===== config.mk =====
export PLATFORM = sky130hd
export DESIGN_NAME = tone_sequencer
export DESIGN_NICKNAME = d
export VERILOG_FILES = /design/src/rtl/tone_sequencer.sv
export SDC_FILE = /design/constraint.sdc
export NUM_CORES = 1
export LEC_CHECK = 0
export BUFFER_PORTS_ARGS = -buffer_cell sky130_fd_sc_hd__buf_2
export CAP_MARGIN = 15
export CORE_ASPECT_RATIO = 0.6
export CORE_MARGIN = 2
export CORE_UTILIZATION = 39
export DETAILED_ROUTE_END_ITERATION = 10
export GPL_ROUTABILITY_DRIVEN = 0
export HOLD_SLACK_MARGIN = 0.03
export SKIP_LAST_GASP = 1
export SYNTH_ARGS = -nofsm -noshare
export SYNTH_HDL_FRONTEND = slang
export SYNTH_SLANG_ARGS = --single-unit

===== constraint.sdc =====
create_clock -name clk -period 8.65 [get_ports clk]
set_input_delay 0.865 -clock clk [delete_from_list [all_inputs] [get_ports clk]]
set_output_delay 0.865 -clock clk [all_outputs]
set_load 0.02 [all_outputs]

===== src/rtl/tone_sequencer.sv =====
// Note recorder / playback scheduler that drives the tone generator half-period.
// Ports: clk, reset (async high), keyb_char, rec, play, clear -> period, busy, count, full. Macro: TONE_SEQ_LOOP_EN.
module tone_sequencer #(
  parameter int NOTE_CYCLES = 25_000_000,
  parameter int GAP_CYCLES  = 2_500_000,
  parameter int DEPTH       = 16
) (
  input  logic                   clk,
  input  logic                   reset,
  input  logic [31:0]            keyb_char,
  input  logic                   rec,
  input  logic                   play,
  input  logic                   clear,
  output logic [31:0]            period,
  output logic                   busy,
  output logic [$clog2(DEPTH):0] count,
  output logic                   full
);

  localparam int AW   = $clog2(DEPTH);
  localparam int CW   = AW + 1;
  localparam int TMAX = (NOTE_CYCLES > GAP_CYCLES) ? NOTE_CYCLES : GAP_CYCLES;
  localparam int TW   = $clog2(TMAX + 1);
  localparam logic [TW-1:0] NOTE_LAST = TW'(NOTE_CYCLES - 1);
  localparam logic [TW-1:0] GAP_LAST  = TW'(GAP_CYCLES - 1);

  typedef enum logic [1:0] {
    IDLE      = 2'd0,
    PLAY_NOTE = 2'd1,
    PLAY_GAP  = 2'd2
  } state_t;

  state_t          state_q, state_d;
  logic [AW-1:0]   rd_q, rd_d;
  logic [CW-1:0]   count_q, count_d;
  logic [TW-1:0]   timer_q, timer_d;
  logic [31:0]     period_q, period_d;
  logic [31:0]     key_q;
  logic            play_q;
  logic [2:0]      mem_q [DEPTH];
  logic            wr_en;

  logic [3:0]      key_hit;
  logic [31:0]     live_per;
  logic            press;
  logic            play_rise;
  logic            last;
  logic            full_w;

  // {mapped, index}
  function automatic logic [3:0] key_map(input logic [31:0] k);
    case (k)
      32'h15:  key_map = 4'b1_000;
      32'h1D:  key_map = 4'b1_001;
      32'h24:  key_map = 4'b1_010;
      32'h2D:  key_map = 4'b1_011;
      32'h2C:  key_map = 4'b1_100;
      32'h35:  key_map = 4'b1_101;
      32'h3C:  key_map = 4'b1_110;
      32'h43:  key_map = 4'b1_111;
      default: key_map = 4'b0_000;
    endcase
  endfunction

  function automatic logic [31:0] note_period(input logic [2:0] idx);
    case (idx)
      3'd0:    note_period = 32'd382219;
      3'd1:    note_period = 32'd340530;
      3'd2:    note_period = 32'd303370;
      3'd3:    note_period = 32'd286344;
      3'd4:    note_period = 32'd255102;
      3'd5:    note_period = 32'd227273;
      3'd6:    note_period = 32'd202478;
      default: note_period = 32'd191113;
    endcase
  endfunction

  assign key_hit   = key_map(keyb_char);
  assign live_per  = key_hit[3] ? note_period(key_hit[2:0]) : 32'd0;
  // Edge against last cycle's code so a held key records only once.
  assign press     = key_hit[3] && (keyb_char != key_q);
  assign play_rise = play && !play_q;
  assign full_w    = (count_q == CW'(DEPTH));
  assign last      = ({1'b0, rd_q} == (count_q - CW'(1)));

  always_comb begin
    state_d  = state_q;
    rd_d     = rd_q;
    count_d  = count_q;
    timer_d  = timer_q;
    period_d = period_q;
    wr_en    = 1'b0;
    if (clear) begin
      state_d  = IDLE;
      rd_d     = '0;
      count_d  = '0;
      timer_d  = '0;
      period_d = live_per;
    end else begin
      unique case (state_q)
        IDLE: begin
          period_d = live_per;
          timer_d  = '0;
          if (press && rec && !full_w) begin
            wr_en   = 1'b1;
            count_d = count_q + CW'(1);
          end
          if (play_rise && (count_q != '0)) begin
            state_d  = PLAY_NOTE;
            rd_d     = '0;
            period_d = note_period(mem_q[0]);
          end
        end
        PLAY_NOTE: begin
          if (timer_q == NOTE_LAST) begin
            state_d  = PLAY_GAP;
            timer_d  = '0;
            period_d = '0;
          end else begin
            timer_d = timer_q + TW'(1);
          end
        end
        PLAY_GAP: begin
          if (timer_q == GAP_LAST) begin
            timer_d = '0;
            if (last) begin
`ifdef TONE_SEQ_LOOP_EN
              if (play) begin
                state_d  = PLAY_NOTE;
                rd_d     = '0;
                period_d = note_period(mem_q[0]);
              end else begin
                state_d  = IDLE;
                period_d = live_per;
              end
`else
              state_d  = IDLE;
              period_d = live_per;
`endif
            end else begin
              state_d  = PLAY_NOTE;
              rd_d     = rd_q + AW'(1);
              period_d = note_period(mem_q[rd_q + AW'(1)]);
            end
          end else begin
            timer_d = timer_q + TW'(1);
          end
        end
        default: state_d = IDLE;
      endcase
    end
  end

  always_ff @(posedge clk or posedge reset) begin
    if (reset) begin
      state_q  <= IDLE;
      rd_q     <= '0;
      count_q  <= '0;
      timer_q  <= '0;
      period_q <= '0;
      key_q    <= '0;
      play_q   <= 1'b0;
    end else begin
      state_q  <= state_d;
      rd_q     <= rd_d;
      count_q  <= count_d;
      timer_q  <= timer_d;
      period_q <= period_d;
      key_q    <= keyb_char;
      play_q   <= play;
    end
  end

  // Contents are don't-care after reset since count restarts at 0.
  always_ff @(posedge clk) begin
    if (wr_en) mem_q[count_q[AW-1:0]] <= key_hit[2:0];
  end

  assign period = period_q;
  assign busy   = (state_q != IDLE);
  assign count  = count_q;
  assign full   = full_w;

endmodule


==> flow_summary.yaml <==
layout:
  layout_commonest_cell: "dfrtp_1"
  stdcell_count: 1073
  final_util_pct: 45.5
  nets: 863
  mostFrequentLayoutCells: "88 x dfrtp_1, 71 x nand2_1, 65 x nor2_1"
  drive_gt1_share_pct: 17.3
  antennaDiodeCount: 0
  fillers: 1811
  area_delta_synth_final_pct: 14.2
route:
  drt-pass1-iter-count: 5
  viasPerCell: 5.72
  dr_total_vias: 6137
  wl_per_cell_microns: 19.2
  route.detailed.drc: 0
  drt-total-wl_microns: 20600
  drt-initial-drc-count: 791
  drtAntennaViolNets: 0
floorplanning:
  core_area_sq_um: 19000
  initial_core_util_pct: 39.8
  io_pins: 76
  core.rowCount: 39
  die-area_sq_um: 20600
  dieHeight_microns: 112
  chipWidth_microns: 184
worst_setup_path:
  crit_type: "reg -> reg"
  endpoint_kind: "flop"
  cp-start-kind: "flop"
  path_cells: "ha_1 -> mux4_2 -> nand3_1 -> nand4_1 -> or4_1 -> a31oi_1 -> o22a_1"
  crit_required_ns: 9.02
  crit_family: "simple AND/OR/NAND/NOR gates"
  crit_fanout: 20
  crit_arrival_ns: 4.47
  cp_num_buf_inv: 0
  slowest_stage: "dfrtp_1"
  critical_path.max_stage_delay_ns: 0.85
pwr:
  p_sw_mw: 0.459
  internal_power_mw: 1.12
  ir_worst_vdd_v: 0.000142
  combPwrFrac_pct: 11.6
  pwr-share-clk_pct: 44.1
  swShare_pct: 29.0
  leakage_nw: 3.41
  pwr_density_cell_nw_per_um2: 183
  seq_power_share_pct: 44.2
synthesis:
  synth-edff-count: 48
  postSynthAreaPerCell_sq_um: 9.93
  yosysWarnings: 0
  synth.distinct_cells: 67
  ys_ff_latch: 136
  synth.cell_area_sq_um: 7580
  postSynth.asyncResetShare_pct: 64.7
  synth_cells: 763
  ys.flop_type: "dfrtp_1"
  ys_seq_area_share_pct: 48.1
worst_hold_path:
  hp-class: "reg -> reg"
sta:
  post-route-period-util_pct: 47.4
  worst_slew_pin_slew_ns: 1.08
  setup_ws_ns: 4.55
  hold_viol: 0
  max_freq_mhz: 244
  setup_tns_ns: 0
  finalSetupViolations: 0
  relSlewSlack_pct: 27.6
  finalCriticalPeriod_ns: 4.10
  slew_viol_final: 0
  rsz0062_at_grt: "false"
  hold-worst-slack_ns: 0.477
  fin_skew_ns: 0.00824
clocking:
  clk_latency_ns: 0.43
  cts.sinks: 136
  post_cts_resized: 0
  cts_root_buf: "clkbuf_16"
  cts_tree: "yes"
  clockBufferDepth: 2
  cts.htree.levels: 4
  holdBufCountCts: 0
  clk_pin_slew_ns: 0.06
  post_cts_buffers: 0
  cts_buffers: 17
global_route:
  antenna_found_initial: 0
  grt.overflow.total: 0
  track_usage_pct: 20.8
  grt_pass1_wl_microns: 33000
  grt_pass1_vias: 5645
  grt_max_degree: 50
placed_design:
  dp_hpwl_microns: 14900
  place_inst: 1041
  dp_slack_ns: 4.18
  io_buffer_count: 62
run_status:
  status: "finished clean"
job:
  maxCapViolations: 0
## metal layers
layer	share of wire [%]	global-route usage [%]	vias up
met5	0	0	-
met4	0.87	4.11	0
met3	9.0	5.50	16
met2	37	25.0	272
met1	53	35.7	2983
li1	-	-	2866
## flip-flops by register name, indices dropped and copies added, names as in the netlist
signal	count
state_q	2
timer_q	25
key_q	32
rd_q	4
play_q	1
mem_q	48
period	19
count	5
## cells in the mapped netlist, types with 9 or more instances
| cell type | number | area share, % |
|---|---|---|
| buf_4 | 14 | 1.4 |
| nand2b_1 | 9 | 0.74 |
| clkbuf_1 | 35 | 1.7 |
| and3_1 | 9 | 0.74 |
| xnor2_1 | 12 | 1.4 |
| nor4_1 | 21 | 1.7 |
| mux2i_1 | 16 | 2.1 |
| inv_1 | 16 | 0.79 |
| nor3_1 | 17 | 1.1 |
| o21ai_0 | 59 | 3.9 |
| nand3_1 | 25 | 1.7 |
| o31ai_1 | 9 | 0.89 |
| ha_1 | 12 | 2.0 |
| a21oi_1 | 32 | 2.1 |
| and2_1 | 9 | 0.74 |
| xor2_1 | 41 | 4.7 |
| o21a_1 | 9 | 0.89 |
| dfrtp_1 | 88 | 29 |
| a31oi_1 | 18 | 1.5 |
| nand4_1 | 16 | 1.3 |
| nand2_1 | 71 | 3.5 |
| nor2_1 | 65 | 3.2 |
| mux4_2 | 9 | 2.7 |
| edfxtp_1 | 48 | 19 |
## worst register-to-register path: cells and delay by family (launching register included)
| kind | cells | cell delay, ns |
|---|---|---|
| and+or+nand+nor | 3 | 1.44 |
| muxes | 1 | 0.64 |
| adders and majority gates | 1 | 0.76 |
| AOI/OAI and AO/OA | 2 | 0.35 |
| DFF | 1 | 0.85 |
## worst paths after layout
path                                       start                endpoint  slack, ns  cells past startpoint
max in group asynchronous                  reset  period[12]$_DFFE_PP0P_       7.04                      3
min reg2reg                period[8]$_DFFE_PP0P_   period[8]$_DFFE_PP0P_       0.48                      2
min                        period[8]$_DFFE_PP0P_   period[8]$_DFFE_PP0P_       0.48                      2
min in group asynchronous                  reset     key_q[14]$_DFF_PP0_       0.51                      2
max                          rd_q[0]$_DFFE_PP0P_  period[13]$_DFFE_PP0P_       4.55                      7
max reg2reg                  rd_q[0]$_DFFE_PP0P_  period[13]$_DFFE_PP0P_       4.55                      7
## power by group through the flow
stage          logic [mW]  clock network, mW  registers [mW]
2_1_floorplan       0.104                  0           0.727
6_report            0.184              0.698           0.699
3_5_place_dp        0.183                  0           0.712
4_1_cts             0.185              0.710           0.699
5_1_grt             0.203              0.738           0.701
3_3_place_gp        0.183                  0           0.712
## area by class of cell
cell class	count	area, sq um	area share, %
inverter	18	68.8	0.795
clock inverter	15	136	1.58
tap	246	308	3.56
clock buffer	17	425	4.91
sequential	136	3640	42.1
timing repair buffer	75	408	4.71
multi-input combinational	566	3670	42.4
## kinds of logic after synthesis
logic type	Yosys count	synth area share, %
XOR/XNOR	53	6.12
multiplexers	30	5.53
buffers and inverters	73	4.41
other	1	0.0495
AND/OR/NAND/NOR	285	19.3
flip-flops	136	48.1
AO/OA/AOI/OAI	173	14.5
adder cells (fa/ha/maj)	12	1.98
## metrics by stage
| stage | power [mW] | cell area, sq um |
|---|---|---|
| floorplan | 0.831 | 7620 |
| global placement | 0.894 | 8090 |
| detailed placement | 0.895 | 8090 |
| CTS | 1.59 | 8660 |
| global route | 1.64 | 8660 |
| finish | 1.58 | 8660 |
(Power assumes the default switching activity.)
